--- config.mk ---
export PLATFORM = sky130hd
export DESIGN_NAME = encoder_emulator
export DESIGN_NICKNAME = d
export VERILOG_FILES = /design/src/rtl/tach_pkg.sv /design/src/rtl/window_timer.sv /design/src/rtl/encoder_emulator.sv
export SDC_FILE = /design/constraint.sdc
export NUM_CORES = 1
export LEC_CHECK = 0
export ABC_AREA = 1
export BUFFER_PORTS_ARGS = -buffer_cell sky130_fd_sc_hd__buf_2
export CAP_MARGIN = 20
export CORE_ASPECT_RATIO = 2
export CORE_MARGIN = 8
export CORE_UTILIZATION = 40
export CTS_CLUSTER_DIAMETER = 50
export CTS_CLUSTER_SIZE = 14
export DETAILED_ROUTE_END_ITERATION = 6
export PLACE_DENSITY = 0.53
export SYNTH_ARGS = -nofsm -noshare
export SYNTH_HDL_FRONTEND = slang
export SYNTH_SLANG_ARGS = --single-unit
--- constraint.sdc ---
create_clock -name clock -period 7.61 [get_ports clock]
set_input_delay 2.283 -clock clock [delete_from_list [all_inputs] [get_ports clock]]
set_output_delay 2.283 -clock clock [all_outputs]
set_load 0.1 [all_outputs]
--- src/rtl/tach_pkg.sv ---
// Shared definitions for the encoder emulator and tachometer: timing defaults,
// window length derivation, quadrature state and the run-control FSM states.
package tach_pkg;

  localparam int unsigned DEFAULT_CLOCK_FREQ     = 100_000_000;
  localparam int unsigned DEFAULT_PERCENT_SECOND = 1000;

  typedef enum logic [1:0] {
    ST_IDLE,
    ST_ARMED,
    ST_RUN,
    ST_DRAIN
  } tach_state_t;

  // Encoded as {a, b}.
  typedef enum logic [1:0] {
    QUAD_00 = 2'b00,
    QUAD_10 = 2'b10,
    QUAD_11 = 2'b11,
    QUAD_01 = 2'b01
  } quad_t;

  function automatic int unsigned num_clocks(input int unsigned clock_freq,
                                             input int unsigned percent_second);
    return clock_freq / percent_second;
  endfunction

  // Forward: 00->10->11->01->00 (A leads B); reverse walks the cycle backwards.
  function automatic quad_t quad_step(input quad_t q, input logic fwd);
    case (q)
      QUAD_00: return fwd ? QUAD_10 : QUAD_01;
      QUAD_10: return fwd ? QUAD_11 : QUAD_00;
      QUAD_11: return fwd ? QUAD_01 : QUAD_10;
      QUAD_01: return fwd ? QUAD_00 : QUAD_11;
      default: return QUAD_00;
    endcase
  endfunction

endpackage

--- src/rtl/window_timer.sv ---
// Free-running window counter 0..NUM_CLOCKS-1 with a tick on the last clock.
module window_timer #(
  parameter int unsigned NUM_CLOCKS = 100_000,
  parameter int          CNT_W      = 32
) (
  input  logic             clock,
  input  logic             system_reset,
  output logic [CNT_W-1:0] count,
  output logic             window_tick
);

  localparam logic [CNT_W-1:0] LAST = CNT_W'(NUM_CLOCKS - 1);

  always_ff @(posedge clock or negedge system_reset) begin
    if (!system_reset) begin
      count <= '0;
    end else if (count == LAST) begin
      count <= '0;
    end else begin
      count <= count + 1'b1;
    end
  end

  assign window_tick = (count == LAST);

endmodule

--- src/rtl/encoder_emulator.sv ---
// Quadrature encoder emulator: emits a requested number of A-channel pulses per
// window, spread evenly by a fractional accumulator, with a one-deep rate buffer.
module encoder_emulator
  import tach_pkg::*;
#(
  parameter int unsigned CLOCK_FREQ     = DEFAULT_CLOCK_FREQ,
  parameter int unsigned PERCENT_SECOND = DEFAULT_PERCENT_SECOND
) (
  input  logic        clock,
  input  logic        system_reset,
  input  logic        enable,
  input  logic [31:0] rate_in,
  input  logic        direction_in,
  input  logic        rate_valid,
  output logic        rate_ready,
  output logic        enc_a,
  output logic        enc_b,
  output logic        window_tick,
  output logic [31:0] window_pulses,
  output logic        running,
  output logic        rate_clamped
);

  localparam int unsigned NUM_CLOCKS   = num_clocks(CLOCK_FREQ, PERCENT_SECOND);
  localparam int          CNT_W        = 32;
  localparam logic [31:0] MAX_RATE     = 32'(NUM_CLOCKS / 4);
  localparam logic [33:0] NUM_CLOCKS_W = 34'(NUM_CLOCKS);

  function automatic logic [31:0] clamp_rate(input logic [31:0] r);
    return (r > MAX_RATE) ? MAX_RATE : r;
  endfunction

  tach_state_t state_q, state_d;
  quad_t       quad_q, quad_d;
  logic [33:0] acc_q, acc_d, acc_sum, step_inc;
  logic [31:0] act_rate, pend_rate, pulse_cnt;
  logic        act_dir, pend_dir, pend_full;
  logic        step_now, a_rise;
  logic [1:0]  quad_bits_q, quad_bits_d;

  // The count is exported for the tachometer; the emulator only needs the tick.
  logic [CNT_W-1:0] win_count_unused;

  window_timer #(
    .NUM_CLOCKS(NUM_CLOCKS),
    .CNT_W     (CNT_W)
  ) u_window_timer (
    .clock       (clock),
    .system_reset(system_reset),
    .count       (win_count_unused),
    .window_tick (window_tick)
  );

  always_comb begin
    state_d = state_q;
    case (state_q)
      ST_IDLE:  if (enable) state_d = ST_ARMED;
      ST_ARMED: if (!enable) state_d = ST_IDLE;
                else if (window_tick) state_d = ST_RUN;
      ST_RUN:   if (!enable) state_d = ST_DRAIN;
      ST_DRAIN: if (enable) state_d = ST_RUN;
                else if (window_tick) state_d = ST_IDLE;
      default:  state_d = ST_IDLE;
    endcase
  end

  assign running    = (state_q == ST_RUN) || (state_q == ST_DRAIN);
  assign rate_ready = ~pend_full;

  // Max rate is NUM_CLOCKS/4, so the increment never exceeds NUM_CLOCKS and at
  // most one step fires per clock; clearing at the tick makes each window exact.
  always_comb begin
    step_inc    = {act_rate, 2'b00};
    acc_sum     = acc_q + step_inc;
    step_now    = running && (acc_sum >= NUM_CLOCKS_W);
    quad_d      = step_now ? quad_step(quad_q, act_dir) : quad_q;
    quad_bits_q = quad_q;
    quad_bits_d = quad_d;
    a_rise      = step_now && !quad_bits_q[1] && quad_bits_d[1];
    if (!running || window_tick) begin
      acc_d = '0;
    end else if (step_now) begin
      acc_d = acc_sum - NUM_CLOCKS_W;
    end else begin
      acc_d = acc_sum;
    end
  end

  always_ff @(posedge clock or negedge system_reset) begin
    if (!system_reset) begin
      state_q       <= ST_IDLE;
      acc_q         <= '0;
      quad_q        <= QUAD_00;
      pulse_cnt     <= '0;
      window_pulses <= '0;
    end else begin
      state_q <= state_d;
      acc_q   <= acc_d;
      quad_q  <= quad_d;
      if (window_tick) begin
        window_pulses <= pulse_cnt + {31'd0, a_rise};
        pulse_cnt     <= '0;
      end else begin
        pulse_cnt <= pulse_cnt + {31'd0, a_rise};
      end
    end
  end

  // Rate handoff: a pending value moves to active only at a window boundary.
  always_ff @(posedge clock or negedge system_reset) begin
    if (!system_reset) begin
      pend_full    <= 1'b0;
      pend_rate    <= '0;
      pend_dir     <= 1'b1;
      act_rate     <= '0;
      act_dir      <= 1'b1;
      rate_clamped <= 1'b0;
    end else if (rate_valid && !pend_full) begin
      pend_full    <= 1'b1;
      pend_rate    <= clamp_rate(rate_in);
      pend_dir     <= direction_in;
      rate_clamped <= (rate_in > MAX_RATE);
    end else if (window_tick && pend_full) begin
      pend_full <= 1'b0;
      act_rate  <= pend_rate;
      act_dir   <= pend_dir;
    end
  end

  assign enc_a = quad_bits_q[1];
  assign enc_b = quad_bits_q[0];

endmodule

== After elaboration in Yosys (flattened, before gate mapping) ==
Cells that the tools add are included.
Word-level totals
  logic and storage cells: 67
  bits in registers: 202
  output and inout port bits: 38
  input port bits: 37
Cells by class
  magnitude comparators: 2
  mux-type cells: 20
  reductions and logical operators: 15
  equality and inequality tests: 11
  bitwise logic cells: 2
  add/subtract/negate cells: 4
Operator list (number)
  $mux 32: 3
  $mux 34: 2
  $add 34x34->34: 1
  $ge 34x17->1 const B: 1
  $sub 34x17->34 const B: 1
  $add 32x1->32: 1
  $add 32x1->32 const B: 1
  $eq 32x17->1 const B: 1
  $gt 32x15->1 const B: 1
  $mux 2: 11
  $pmux 2 s4: 2
  $eq 2x2->1 const B: 4
  $ne 3x3->1 const B: 2
  $logic_and 1x1->1: 5
  $eq 2x1->1 const B: 2
  $logic_not 2->1: 2
  $ne 2x2->1 const B: 2
  $reduce_and 4->1: 1
  $logic_not 1->1: 3
  $logic_or 1x1->1: 2
  $mux 1: 2
  $not 1->1: 2
  $reduce_and 2->1: 1
  $reduce_bool 2->1: 1

== Depth between registers and ports, before layout ==
  word-level depth: 7
  depth in mapped cells: 36
  depth with buffers taken out: 35

== By module ==
Synthesis repeated with hierarchy kept, for this count alone.
Unflattened totals
  cell total of the unflattened synthesis: 1808
  area, all modules: 12244.2 um2
By module, submodules not included
  encoder_emulator: times used 1, sequential area each 4206.5 um2, cells an instance 1505, area an instance 10282.4 um2
  window_timer: times used 1, sequential area each 800.8 um2, cells an instance 303, area an instance 1961.9 um2

== Worst setup path after synthesis ==
No wires, ideal clock.
  path type: register -> register
  start point: reg act_rate[0]
  end point: reg window_pulses[30]
  data arrival time: 4.418 ns
  slack: 3.116 ns
  cell stages (with the launch flop): 36
  data required time: 7.533 ns
  cell sequence: dfrtp_1 > ha_1 > inv_1 > fa_1 > inv_1 > nand3_1 > nand2_1 > nand2_1 > nand3b_1 > nand2_1 > nor2_1 > nand2_1 > nand3_2 > nand2_2 > nand2_2 > inv_2 > nand3_4 > nand2_4 > inv_2 > buf_6 > nand2_1 > nor2_1 > ha_1 > ha_1 > nand2_1 > nor2_2 > nand3_1 > nor2_1 > nand3_1 > nor2_2 > nand2_1 > or3_1 > nor3_2 > xor2_1 > inv_1 > o21ai_1
Between the ends
  word-level cells in the longest chain between the ends: 6
  elaborated cells on any way between the ends: 7
  those cells by class: 2 x add/sub; 1 x order compare; 1 x mux; 3 x reduce/logical
RTL lines
  start, declared: RTL line encoder_emulator.sv:36  | logic [31:0] act_rate, pend_rate, pulse_cnt;
  start signal, assigned: RTL line encoder_emulator.sv:125  | act_rate <= pend_rate;
  $add 34x34->34 (*): RTL line encoder_emulator.sv:74  | acc_sum = acc_q + step_inc;
  $ge 34x17->1 (*): RTL line encoder_emulator.sv:75  | step_now = running && (acc_sum >= NUM_CLOCKS_W);
  $logic_and 1x1->1 (*): RTL line encoder_emulator.sv:75
  $mux 2 or $logic_and 1x1->1 (tied branches): RTL line encoder_emulator.sv:76, encoder_emulator.sv:79
  $logic_and 1x1->1 (*): RTL line encoder_emulator.sv:79  | a_rise = step_now && !quad_bits_q[1] && quad_bits_d[1];
  $add 32x1->32 (*): RTL line encoder_emulator.sv:101  | window_pulses <= pulse_cnt + {31'd0, a_rise};
  end signal, assigned: RTL line encoder_emulator.sv:101
  end, declared: RTL line encoder_emulator.sv:19  | output logic [31:0] window_pulses,
Mark *: on every way between the ends. The rest lies on a longest branch, timed or not.
A chain may end at the register's enable or synchronous reset.

== Worst setup path after layout ==
  start point: reg act_rate[0]
  end point: reg window_pulses[26]
The elaborated chain is that of the path after synthesis.

==> impl_metrics.csv <==
group,metric,value,unit
placement,pre_cts_ws,1.54,ns
logic_synthesis,synth_seq_cells,200,
logic_synthesis,ys_seq_area_share,41.1,%
pwr,ir_drop,0.155,mV
run_status,run_status,"complete, no violations",
cells_and_area,syn_to_final_growth,10.8,%
drt,vias_per_cell,5.01,
critical_path,crit_slowest_cell,"or3_1",
timing,worst_slew_pin_slew,1.03,ns
logic_synthesis,synth_xor_area_share,4.02,%
drt,drtPass1Iterations,7,
drt,antenna_left,0,
timing,period_needed,6.04,ns
cts,cts_tree,"yes",
placement,dpl.hpwl,29900,um
cells_and_area,n_fill_cell,3181,
cells_and_area,final_cell_mix,"nand2_1 (558), inv_1 (302), dfrtp_1 (198), nor2_1 (186), nand3_1 (83)",
floorplanning,initial_core_util,40.5,%
logic_synthesis,netlist_instances,1737,
drt,route.vias.total,11000,
timing,final.setup.worst_slack,1.57,ns
timing,fmax,0.166,GHz
logic_synthesis,synthAdderAreaFrac,3.86,%
critical_path,crit_required,7.99,ns
floorplanning,die_h,263,um
logic_synthesis,synth_top_family_by_area,"simple AND/OR/NAND/NOR gates",
cells_and_area,regArea,5010,sq um
drt,drtIter0Drc,561,
cts,postCtsResizedCells,0,
floorplanning,coreArea,30100,sq um
critical_path,crit_arrival,6.41,ns
critical_path,critPathLaunchType,"flip-flop",
floorplanning,die_x,139,um
critical_path,cp_max_fo,26,
pwr,cellLeakagePower,7.57,nW
critical_path,crit_top_cell,"nand2_1",
cells_and_area,multi_input_area,5880,sq um
timing,tns,0,ns
critical_path,slowest_delay,0.42,ns
logic_synthesis,synth_simple_gate_area_share,34.1,%
logic_synthesis,ys_types,49,
drt,drc,0,
cts,cts_sinks,200,
logic_synthesis,yosys_warnings,0,
timing,slew_headroom,31.3,%
logic_synthesis,synth_flop_cell,"dfrtp_1",
hold_path,hp-class,"flip-flop to flip-flop",
cts,hold_buffers,0,
grt,antenna_found_initial,0,
timing,rsz0062_at_grt,"false",
placement,gp_routability_congestion,1.03,
logic_synthesis,ys_async_sr_fraction,100,%
timing,period_share,79.3,%
floorplanning,dieArea,36700,sq um
timing,setup_violations,0,
pwr,p_per_area,150,nW/um^2
drt,wl,37700,um
cts,post_cts_buffers,0,
placement,port_buffers,74,
cells_and_area,final_common_cell,"nand2_1",
cts,root_buffer,"clkbuf_16",
run,cap_violations,0,
logic_synthesis,synth_compound_area_share,5.54,%
logic_synthesis,synthesis.area,12200,sq um
logic_synthesis,muxShareOfSynthArea,0.647,%
cts,clk_path_buf_depth,2,
critical_path,end_kind,"flip-flop",
grt,gr-total-overflow,0,
cts,htreeDepth,4,
timing,report.final.slew_viol_count,0,
critical_path,worstSetupPathType,"flip-flop to flip-flop",
cts,numCtsBuffers,17,
logic_synthesis,synth_edf_count,0,
timing,hold_ws,0.473,ns
floorplanning,rows,90,
pwr,total_power,2.02,mW
grt,grt_pass1_vias,11100,
cells_and_area,final_nets,1878,
grt,grtUsageTotal,21.0,%
logic_synthesis,synth_fp_nets,1811,
timing,hold_violations,0,
cts,path_clk_slew,0.07,ns
cells_and_area,drive_gt1_share,9.80,%
grt,grt_pass1_wl,59000,um
timing,fin_skew,0.0168,ns
drt,wire_per_inst,17.2,um
floorplanning,io-pin-count,75,
logic_synthesis,synth_area_per_cell,7.02,sq um
cts,clkLatencyLatePin,0.46,ns
grt,grt_max_degree,167,
## cell type report
class	count	area share (%)
multi-input cells	1197	43.5
flip-flops and latches	200	37.1
inverters	309	8.59
well taps	368	3.41
repair buffers	79	3.27
clock buffers	20	3.23
clock inverters	12	0.880
diodes	1	0.0185
## stage by stage
stage	instance area, sq um	instances	util (%)
finish	13500	2186	44.9
global route	13500	2185	44.9
CTS	13500	2184	44.8
detailed placement	12900	2152	43.0
global placement	12900	2152	43.0
floorplan	12200	1737	-
## synth_stat cells, types with 2 or more instances
library cell	count	share of area [%]
a21o_1	2	0.12
a21oi_1	36	1.5
and2_1	3	0.15
and3_1	2	0.10
buf_1	2	0.062
buf_2	2	0.082
buf_6	4	0.37
clkbuf_1	22	0.68
dfrtp_1	198	41
dfstp_2	2	0.43
ha_1	36	3.7
inv_1	302	9.3
inv_2	6	0.18
mux2_2	7	0.65
nand2_1	560	17
nand2_2	19	0.98
nand3_1	83	3.4
nand3_2	9	0.74
nand3b_1	6	0.37
nand4_1	36	1.8
nor2_1	187	5.8
nor2_2	13	0.67
nor2_4	4	0.37
nor3_1	29	1.2
nor4_1	14	0.72
o21ai_0	71	2.9
o21ai_1	2	0.082
o221ai_1	2	0.14
o22ai_1	3	0.15
or2_2	2	0.10
xnor2_1	17	1.2
xor2_1	39	2.8
## layer usage
| metal | GRT usage, % | share of wire [%] |
|---|---|---|
| met4 | 15.7 | 7.6 |
| met2 | 40.7 | 55 |
| met1 | 18.8 | 34 |
| met3 | 3.86 | 3.5 |
| met5 | 0 | 0 |
## where the power goes
part | total, mW | switching, mW | internal (mW)
Sequential | 1.07 | 0.00319 | 1.07
Combinational | 0.0501 | 0.0359 | 0.0143
Clock | 0.894 | 0.437 | 0.457
Total | 2.02 | 0.476 | 1.54
## sequential cells by signal, indices dropped and copies added, names as in the netlist, 2 cells and up
| register | count |
|---|---|
| pend_rate | 32 |
| acc_q | 32 |
| u_window_timer.count | 32 |
| state_q | 2 |
| act_rate | 32 |
| window_pulses | 32 |
| pulse_cnt | 32 |
| quad_bits_q | 2 |
## logic make-up after synthesis
group           after synthesis
simple gates                972
mux                           7
buf+inv                     340
flops                       200
xor+xnor                     56
compound gates              125
fa+ha+maj                    37
## critical path, delay by kind of cell, from the launching register on
| family | cells | cell delay [ns] |
|---|---|---|
| DFF | 1 | 0.35 |
| buffers and inverters | 5 | 0.73 |
| AOI/OAI and AO/OA | 1 | 0.11 |
| and+or+nand+nor | 23 | 3.55 |
| xor gates and xnor gates | 1 | 0.17 |
| adders and majority gates | 4 | 1.01 |
## worst paths after layout
kind	start	slack [ns]	to	cells past startpoint
min in group asynchronous	system_reset	1.72	window_pulses[13]	1
max in group asynchronous	system_reset	4.60	pend_rate[23]	2
hold / removal	pend_dir	0.47	pend_dir	2
hold reg to reg	pend_dir	0.47	pend_dir	2
setup reg to reg	act_rate[0]	1.57	window_pulses[26]	34
setup / recovery	act_rate[0]	1.57	window_pulses[26]	34
(Power assumes the default switching activity.)
